--- config.mk ---
export PLATFORM = sky130hd
export DESIGN_NAME = vga_fb_arbiter
export DESIGN_NICKNAME = d
export VERILOG_FILES = /design/src/rtl/vga_fb_arbiter.sv
export SDC_FILE = /design/constraint.sdc
export NUM_CORES = 1
export LEC_CHECK = 0
export BUFFER_PORTS_ARGS = -buffer_cell sky130_fd_sc_hd__buf_2
export CORE_ASPECT_RATIO = 0.6
export CORE_MARGIN = 2
export CORE_UTILIZATION = 49
export CTS_BUF_LIST = sky130_fd_sc_hd__clkbuf_8
export CTS_CLUSTER_DIAMETER = 80
export DETAILED_ROUTE_END_ITERATION = 10
export PLACE_DENSITY = 0.86
export SYNTH_ARGS = -nofsm -noshare
export SYNTH_HDL_FRONTEND = slang
export SYNTH_SLANG_ARGS = --single-unit
export TNS_END_PERCENT = 5
--- constraint.sdc ---
create_clock -name iCLK -period 4.8 [get_ports iCLK]
set_clock_uncertainty 0.15 [all_clocks]
set_input_delay 0.24 -clock iCLK [delete_from_list [all_inputs] [get_ports iCLK]]
set_output_delay 0.24 -clock iCLK [all_outputs]
set_load 0.1 [all_outputs]
--- src/rtl/vga_fb_arbiter.sv ---
// rtl/vga_fb_arbiter.sv - frame-buffer RAM arbiter between VGA display reads and draw-engine writes
// Display wins during active video, draw wins during blanking, and a stalled draw is force-granted after MAX_WAIT cycles.
module vga_fb_arbiter #(
  parameter int ADDR_W   = 17,
  parameter int DATA_W   = 12,
  parameter int MAX_WAIT = 8
) (
  input  logic              iCLK,
  input  logic              iRST_n,
  input  logic              iBLANK,
  input  logic              disp_req,
  input  logic [ADDR_W-1:0] disp_addr,
  output logic              disp_gnt,
  output logic              disp_rvalid,
  output logic [DATA_W-1:0] disp_rdata,
  input  logic              draw_valid,
  input  logic [ADDR_W-1:0] draw_addr,
  input  logic [DATA_W-1:0] draw_data,
  output logic              draw_ready,
  output logic [ADDR_W-1:0] ram_addr,
  output logic              ram_we,
  output logic [DATA_W-1:0] ram_wdata,
  input  logic [DATA_W-1:0] ram_rdata
);

  localparam logic [7:0] MAX_W = 8'(MAX_WAIT);

  logic [7:0]        r_wait_cnt;
  logic [ADDR_W-1:0] r_ram_addr;
  logic              r_ram_we;
  logic [DATA_W-1:0] r_ram_wdata;
  logic              r_rd_v1;
  logic              r_rd_v2;
  logic              r_rvalid;
  logic [DATA_W-1:0] r_rdata;

  logic w_force;
  logic w_gnt;
  logic w_ready;
  logic w_draw_xfer;

  always_comb begin
    w_force = !iBLANK && (r_wait_cnt == MAX_W) && draw_valid;
    w_gnt   = 1'b0;
    w_ready = 1'b0;
    if (!iRST_n) begin
      w_gnt   = 1'b0;
      w_ready = 1'b0;
    end else if (iBLANK) begin
      w_ready = 1'b1;
      w_gnt   = disp_req && !draw_valid;
    end else if (w_force) begin
      // One display pixel is sacrificed so the draw engine cannot starve.
      w_ready = 1'b1;
      w_gnt   = 1'b0;
    end else begin
      w_gnt   = disp_req;
      w_ready = !disp_req;
    end
    w_draw_xfer = draw_valid && w_ready;
  end

  always_ff @(posedge iCLK) begin
    if (!iRST_n) begin
      r_wait_cnt <= 8'd0;
    end else if (iBLANK || !draw_valid || w_draw_xfer) begin
      r_wait_cnt <= 8'd0;
    end else if (r_wait_cnt < MAX_W) begin
      r_wait_cnt <= r_wait_cnt + 8'd1;
    end
  end

  always_ff @(posedge iCLK) begin
    if (!iRST_n) begin
      r_ram_addr  <= '0;
      r_ram_we    <= 1'b0;
      r_ram_wdata <= '0;
    end else if (w_draw_xfer) begin
      r_ram_addr  <= draw_addr;
      r_ram_wdata <= draw_data;
      r_ram_we    <= 1'b1;
    end else if (w_gnt) begin
      r_ram_addr  <= disp_addr;
      r_ram_we    <= 1'b0;
    end else begin
      r_ram_we    <= 1'b0;
    end
  end

  // Read valid travels with the access: issue, RAM output, then registered data.
  always_ff @(posedge iCLK) begin
    if (!iRST_n) begin
      r_rd_v1  <= 1'b0;
      r_rd_v2  <= 1'b0;
      r_rvalid <= 1'b0;
      r_rdata  <= '0;
    end else begin
      r_rd_v1  <= w_gnt;
      r_rd_v2  <= r_rd_v1;
      r_rvalid <= r_rd_v2;
      if (r_rd_v2) begin
        r_rdata <= ram_rdata;
      end
    end
  end

  assign disp_gnt    = w_gnt;
  assign draw_ready  = w_ready;
  assign ram_addr    = r_ram_addr;
  assign ram_we      = r_ram_we;
  assign ram_wdata   = r_ram_wdata;
  assign disp_rvalid = r_rvalid;
  assign disp_rdata  = r_rdata;

endmodule

==> summary.txt, run 1 <==
clock power share = 25.3%
area grow syn2layout = 33.2%
clock sinks = 53
Tot GR Track Use = 18.8%
CORE AREA = 4030 um^2
# diodes = 0
max-slew violations = 0
share of layout cells above drive strength 1 = 39.7%
# rows = 18
Layout Nets = 366
post-synthesis cell type count = 26
critical path endpoint category = flop
Worst path max stage delay = 950 ps
syn avg cell area = 10.5 um^2
Main synth FF type = dfxtp_1
final setup fails = 0
worst setup path start = r_wait_cnt[7]
Slowest-stage cell, CP = nor2b_1
Design Area, Final = 2690 um^2
largest family of logic cells by synthesized area = simple AND/OR/NAND/NOR gates
Slew HR = 20.6%
# IOs = 108
hold path start = draw_addr[2]
Worst R2R Start = r_wait_cnt[7]
CTS root buf = clkbuf_8
Detail Placement HPWL = 3330 um
DIE AREA = 4670 um^2
vias in the first global route = 1472
crit path DAT = 3080 ps
top-count cell post-synth = dfxtp_1
DIE HEIGHT = 53.7 um
Post-CTS Hold Buffers = 3
crit path kind = reg -> reg
final hold violations = 0
non-filler cells, final = 352
Reg clk slew, reported paths = 100 ps
outcome = complete, no violations
final wirelength = 4580 um
total of max-cap violations = 0
P_int = 0.620 mW
area share of the largest cell type after synthesis = 52.5%
Psw = 0.358 mW
Yosys top cell by area = dfxtp_1
clock tree buffer depth = 2
Synth top cells by count = dfxtp_1 (53), and2_1 (20), a221o_1 (17), nor2b_1 (15), nand2_1 (14)
Seq/Total Area, Yosys = 52.5%
Mapped Area = 2020 um^2
synth top area cells = dfxtp_1 (53%), a221o_1 (8.4%), mux2i_1 (6.4%)
Final period util = 62.1%
Die X = 86.9 um
fmax = 336 MHz
largest net degree at the start of global routing = 43
Placer Congestion = 0.786
CP Max Fanout = 18
cells after synthesis = 193
P_leak = 1.30 nW
Setup TNS Final = 0 ps
Synth Area in Compound Gates = 13.3%
wire per inst = 13.0 um
Sequential Power Share = 48.4%
flop and latch count out of synthesis = 53
RSZ-0062 raised after global routing = no
initial antenna violation count = 0
Final min period = 2980 ps
XOR/XNOR Fraction of Synth Area = 0.867%
First-pass DRT Iterations = 5
Worst EP required = 4900 ps
Via-to-Cell Ratio = 4.96
Initial Utilization = 50.1%
clk_lat worst skew = 300 ps
Initial DRC Count = 61
simple-gate share of the synthesized area = 21.7%
pwr dens = 363 nW/um^2
combinational group share of total power = 26.3%
Mapped Nets = 258
Sw Share = 36.6%
first-pass GRT wire length = 6670 um
ys async rst share = 0%
Syn. warnings = 0
Synth Area in Adders = 1.24%
CP Launch Type = flop
Placed Area = 2550 um^2
multiplexer share of the synthesized area = 6.44%
Slew @ Worst Pin = 1190 ps
post-CTS sizing = 0
FF+latch area = 1060 um^2
via count = 1747
TritonCTS clock tree = yes
Hold Path Class = in -> reg
CTS buffer count = 5
EDFF count, synth = 0
Inst Count DP = 339
area of the multi-input gates = 881 um^2
CP cell instances = nor4_4, a21oi_2, nor2b_1, a221o_1, dlygate4sd3_1
DR DRC count = 0
ANT nets after route = 0
H-tree Lvls = 2
grt total ovfl = 0
fillers = 325
IO buf count = 107
worst vdd ir = 0.155 mV
post-CTS setup buffers = 0
worst max-delay path: cells and delay by family (launching register included):
family,cells,cell delay [ps]
and+or+nand+nor,2,1420
AOI/OAI and AO/OA,2,460
DFF,1,350
buffers and inverters,1,560
cell type report:
cell class | instances | area share (%)
Timing Repair Buffer | 113 | 22.0
Multi-Input combinational cell | 126 | 32.7
Clock inverter | 3 | 0.651
Tap cell | 50 | 2.32
Clock buffer | 5 | 2.56
Inverter | 2 | 0.279
Sequential cell | 53 | 39.4
per-stage QoR:
stage / total power [mW] / utilization (%) / worst slack [ps] / hold WS, ps
final: 0.978 / 66.8 / 1820 / 3.17
after global routing: 1.01 / 66.8 / 1570 / -2.88
after CTS: 0.980 / 66.3 / 2080 / 0.460
after detailed placement: 0.737 / 63.4 / 2270 / 269
after global placement: 0.734 / 63.4 / 2300 / 264
after floorplan: 0.684 / - / 2190 / 223
cells by family (layout without fill, tap and decap cells):
group                    Yosys count  after routing
AND/OR/NAND/NOR                   75             75
flip-flops                        53             53
AO/OA/AOI/OAI                     34             34
buffers and inverters             14            123
multiplexers                      13             13
adder cells (fa/ha/maj)            2              2
XOR/XNOR                           2              2
metal layers:
layer  global-route usage [%]  part of all wire [%]  vias to the layer above
li1                         -                     -                      894
met5                        0                     0                        -
met2                     30.9                    46                       52
met3                     5.06                   5.6                        5
met1                     24.2                    48                      796
met4                     6.51                  0.90                        0
cells in the final DEF, fill, tap and decap left out, types with 5 or more instances in the layout:
master,count
o21ai_1,12
dlygate4sd3_1,5
buf_2,107
mux2i_1,13
and2_1,20
a221o_1,17
nand3_1,13
nand2_1,14
clkbuf_8,5
nor2b_1,15
dfxtp_1,53
flip-flops by register name, summed over array words and instances (netlist names):
register and flops:
ram_addr 17, disp_rdata 12, ram_wdata 12, r_wait_cnt 8
disp_rvalid 1, r_rd_v1 1, r_rd_v2 1, ram_we 1
final timing paths:
check,cells after the start,endpoint,slack (ps)
max,5,ram_addr[1],1820
max reg2reg,5,ram_addr[1],1820
min,2,ram_addr[2],3
min reg2reg,1,r_rd_v2,290
power by group through the flow:
stage / sequential (mW) / combinational (mW) / clock [mW]
detailed placement: 0.483 / 0.254 / 0
global placement: 0.483 / 0.252 / 0
floorplan: 0.632 / 0.0515 / 0
global route: 0.476 / 0.268 / 0.270
finish: 0.473 / 0.257 / 0.247
CTS: 0.473 / 0.256 / 0.251
(Power assumes the default switching activity.)
==> run 2, diff against run 1 <==
Settings changed: CORE_UTILIZATION 49 to 41, PLACE_DENSITY 0.86 to 0.77.
Clock period 4.8 ns to 2.6 ns, I/O delays scaled along.
==> summary.txt, run 2 (synthesis gave the netlist of run 1 again) <==
outcome = complete, no violations
hold path start = iRST_n
CORE AREA = 4660 um^2
Setup TNS Final = 0 ps
Initial DRC Count = 72
First-pass DRT Iterations = 4
Reg clk slew, reported paths = 90 ps
crit path DAT = 1930 ps
IO buf count = 107
most frequent cells in the layout = buf_2 (107), dlygate4sd3_1 (62), dfxtp_1 (53), and2_1 (20), a221o_1 (17)
# IOs = 108
Die X = 94.6 um
Sw Share = 32.7%
clock sinks = 53
R2R Setup Slk = 510 ps
Slew HR = 40.2%
max reg flops = 17
grt total ovfl = 0
worst hold slack = 11.4 ps
CTS buffer count = 5
pwr dens = 619 nW/um^2
largest net degree at the start of global routing = 34
worst vdd ir = 0.292 mV
crit path kind = reg -> out
Inst Count DP = 355
final hold violations = 0
TritonCTS clock tree = yes
Psw = 0.678 mW
critical path endpoint category = output port
first-pass GRT wire length = 8980 um
Worst R2R Start = r_wait_cnt[0]
R2R depth = 6
max-slew violations = 0
clock tree buffer depth = 2
end of the worst register-to-register path = ram_addr[12]
Final period util = 84.8%
total of max-cap violations = 0
clk_lat worst skew = 300 ps
P_leak = 1.57 nW
ANT nets after route = 0
# rows = 19
Initial Utilization = 43.4%
CP Max Fanout = 7
Slew @ Worst Pin = 893 ps
# diodes = 0
final setup fails = 0
Via-to-Cell Ratio = 4.68
commonest non-fill, non-tap cell in the layout = buf_2
DIE AREA = 5520 um^2
CTS root buf = clkbuf_8
Placer Congestion = 0.708
Tot GR Track Use = 21.3%
Detail Placement HPWL = 3380 um
final wirelength = 5990 um
combinational group share of total power = 26.4%
Hold Path Class = in -> reg
wire per inst = 14.1 um
clock power share = 31.4%
hold path depth = 2
DIE HEIGHT = 58.4 um
H-tree Lvls = 2
share of layout cells above drive strength 1 = 34.5%
DR DRC count = 0
Worst EP required = 2320 ps
Layout Nets = 426
post-CTS setup buffers = 0
RSZ-0062 raised after global routing = no
via count = 1989
fmax = 453 MHz
initial antenna violation count = 0
vias in the first global route = 1924
area grow syn2layout = 65.8%
CP Launch Type = flop
non-filler cells, final = 425
P_int = 1.40 mW
Sequential Power Share = 42.2%
worst hold path endpoint = disp_rdata[9]
Final min period = 2210 ps
[run 2: through the flow]
stage	setup slack, ps	power [mW]	util [%]	cell area, um^2
finish	394	2.07	71.9	3350
detailed placement	227	1.36	55.7	2590
global route	280	2.14	71.9	3350
floorplan	104	1.26	-	2020
CTS	174	2.07	71.9	3350
global placement	266	1.36	55.7	2590
[run 2: timing repair]
| action | in CTS | in global routing |
|---|---|---|
| setup endpoints to repair | 0 | 16 |
| hold buffers | 62 | 0 |
| endpoints found under the hold margin | 42 | 0 |
| resized for setup | 0 | 1 |
[run 2: metal layers]
layer,GRT usage [%],vias up,share of wire (%)
li1,-,1017,-
met1,24.5,901,43
met2,39.9,62,51
met3,4.48,9,5.1
met4,7.04,0,1.2
met5,0,-,0
[run 2: critical path, cell delays in order, from the launching register on]
cell and delay (ps):
dfxtp_1 420, inv_1 80, ha_1 190, and4b_4 220, a21oi_2 300, nor2b_1 110, buf_2 310
[run 2: worst max-delay path by stage]
| stage | cells after the start | end | slack, ps | startpoint |
|---|---|---|---|---|
| 5_1_grt | 6 | draw_ready | 280 | r_wait_cnt[0] |
| 4_1_cts | 6 | ram_addr[11] | 170 | r_wait_cnt[0] |
| 2_1_floorplan | 3 | draw_ready | 100 | r_wait_cnt[7] |
| 3_5_place_dp | 6 | ram_addr[11] | 230 | r_wait_cnt[0] |
| 6_report | 6 | draw_ready | 390 | r_wait_cnt[0] |
| 3_3_place_gp | 6 | ram_addr[2] | 270 | r_wait_cnt[0] |
[run 2: cell type report]
type,instances,area [um^2]
sequential,53,1060
multi-input combinational,126,883
clock buffer,5,68.8
clock inverter,3,65.1
timing repair buffer,173,1190
tap,63,78.8
inverter,2,7.51
fill,361,1310
[run 2: power by group through the flow]
stage	Combinational, mW	Clock (mW)	Sequential (mW)
final	0.548	0.651	0.874
after global routing	0.571	0.693	0.880
after CTS	0.541	0.656	0.873
after detailed placement	0.471	0	0.891
after global placement	0.468	0	0.891
after floorplan	0.0951	0	1.17
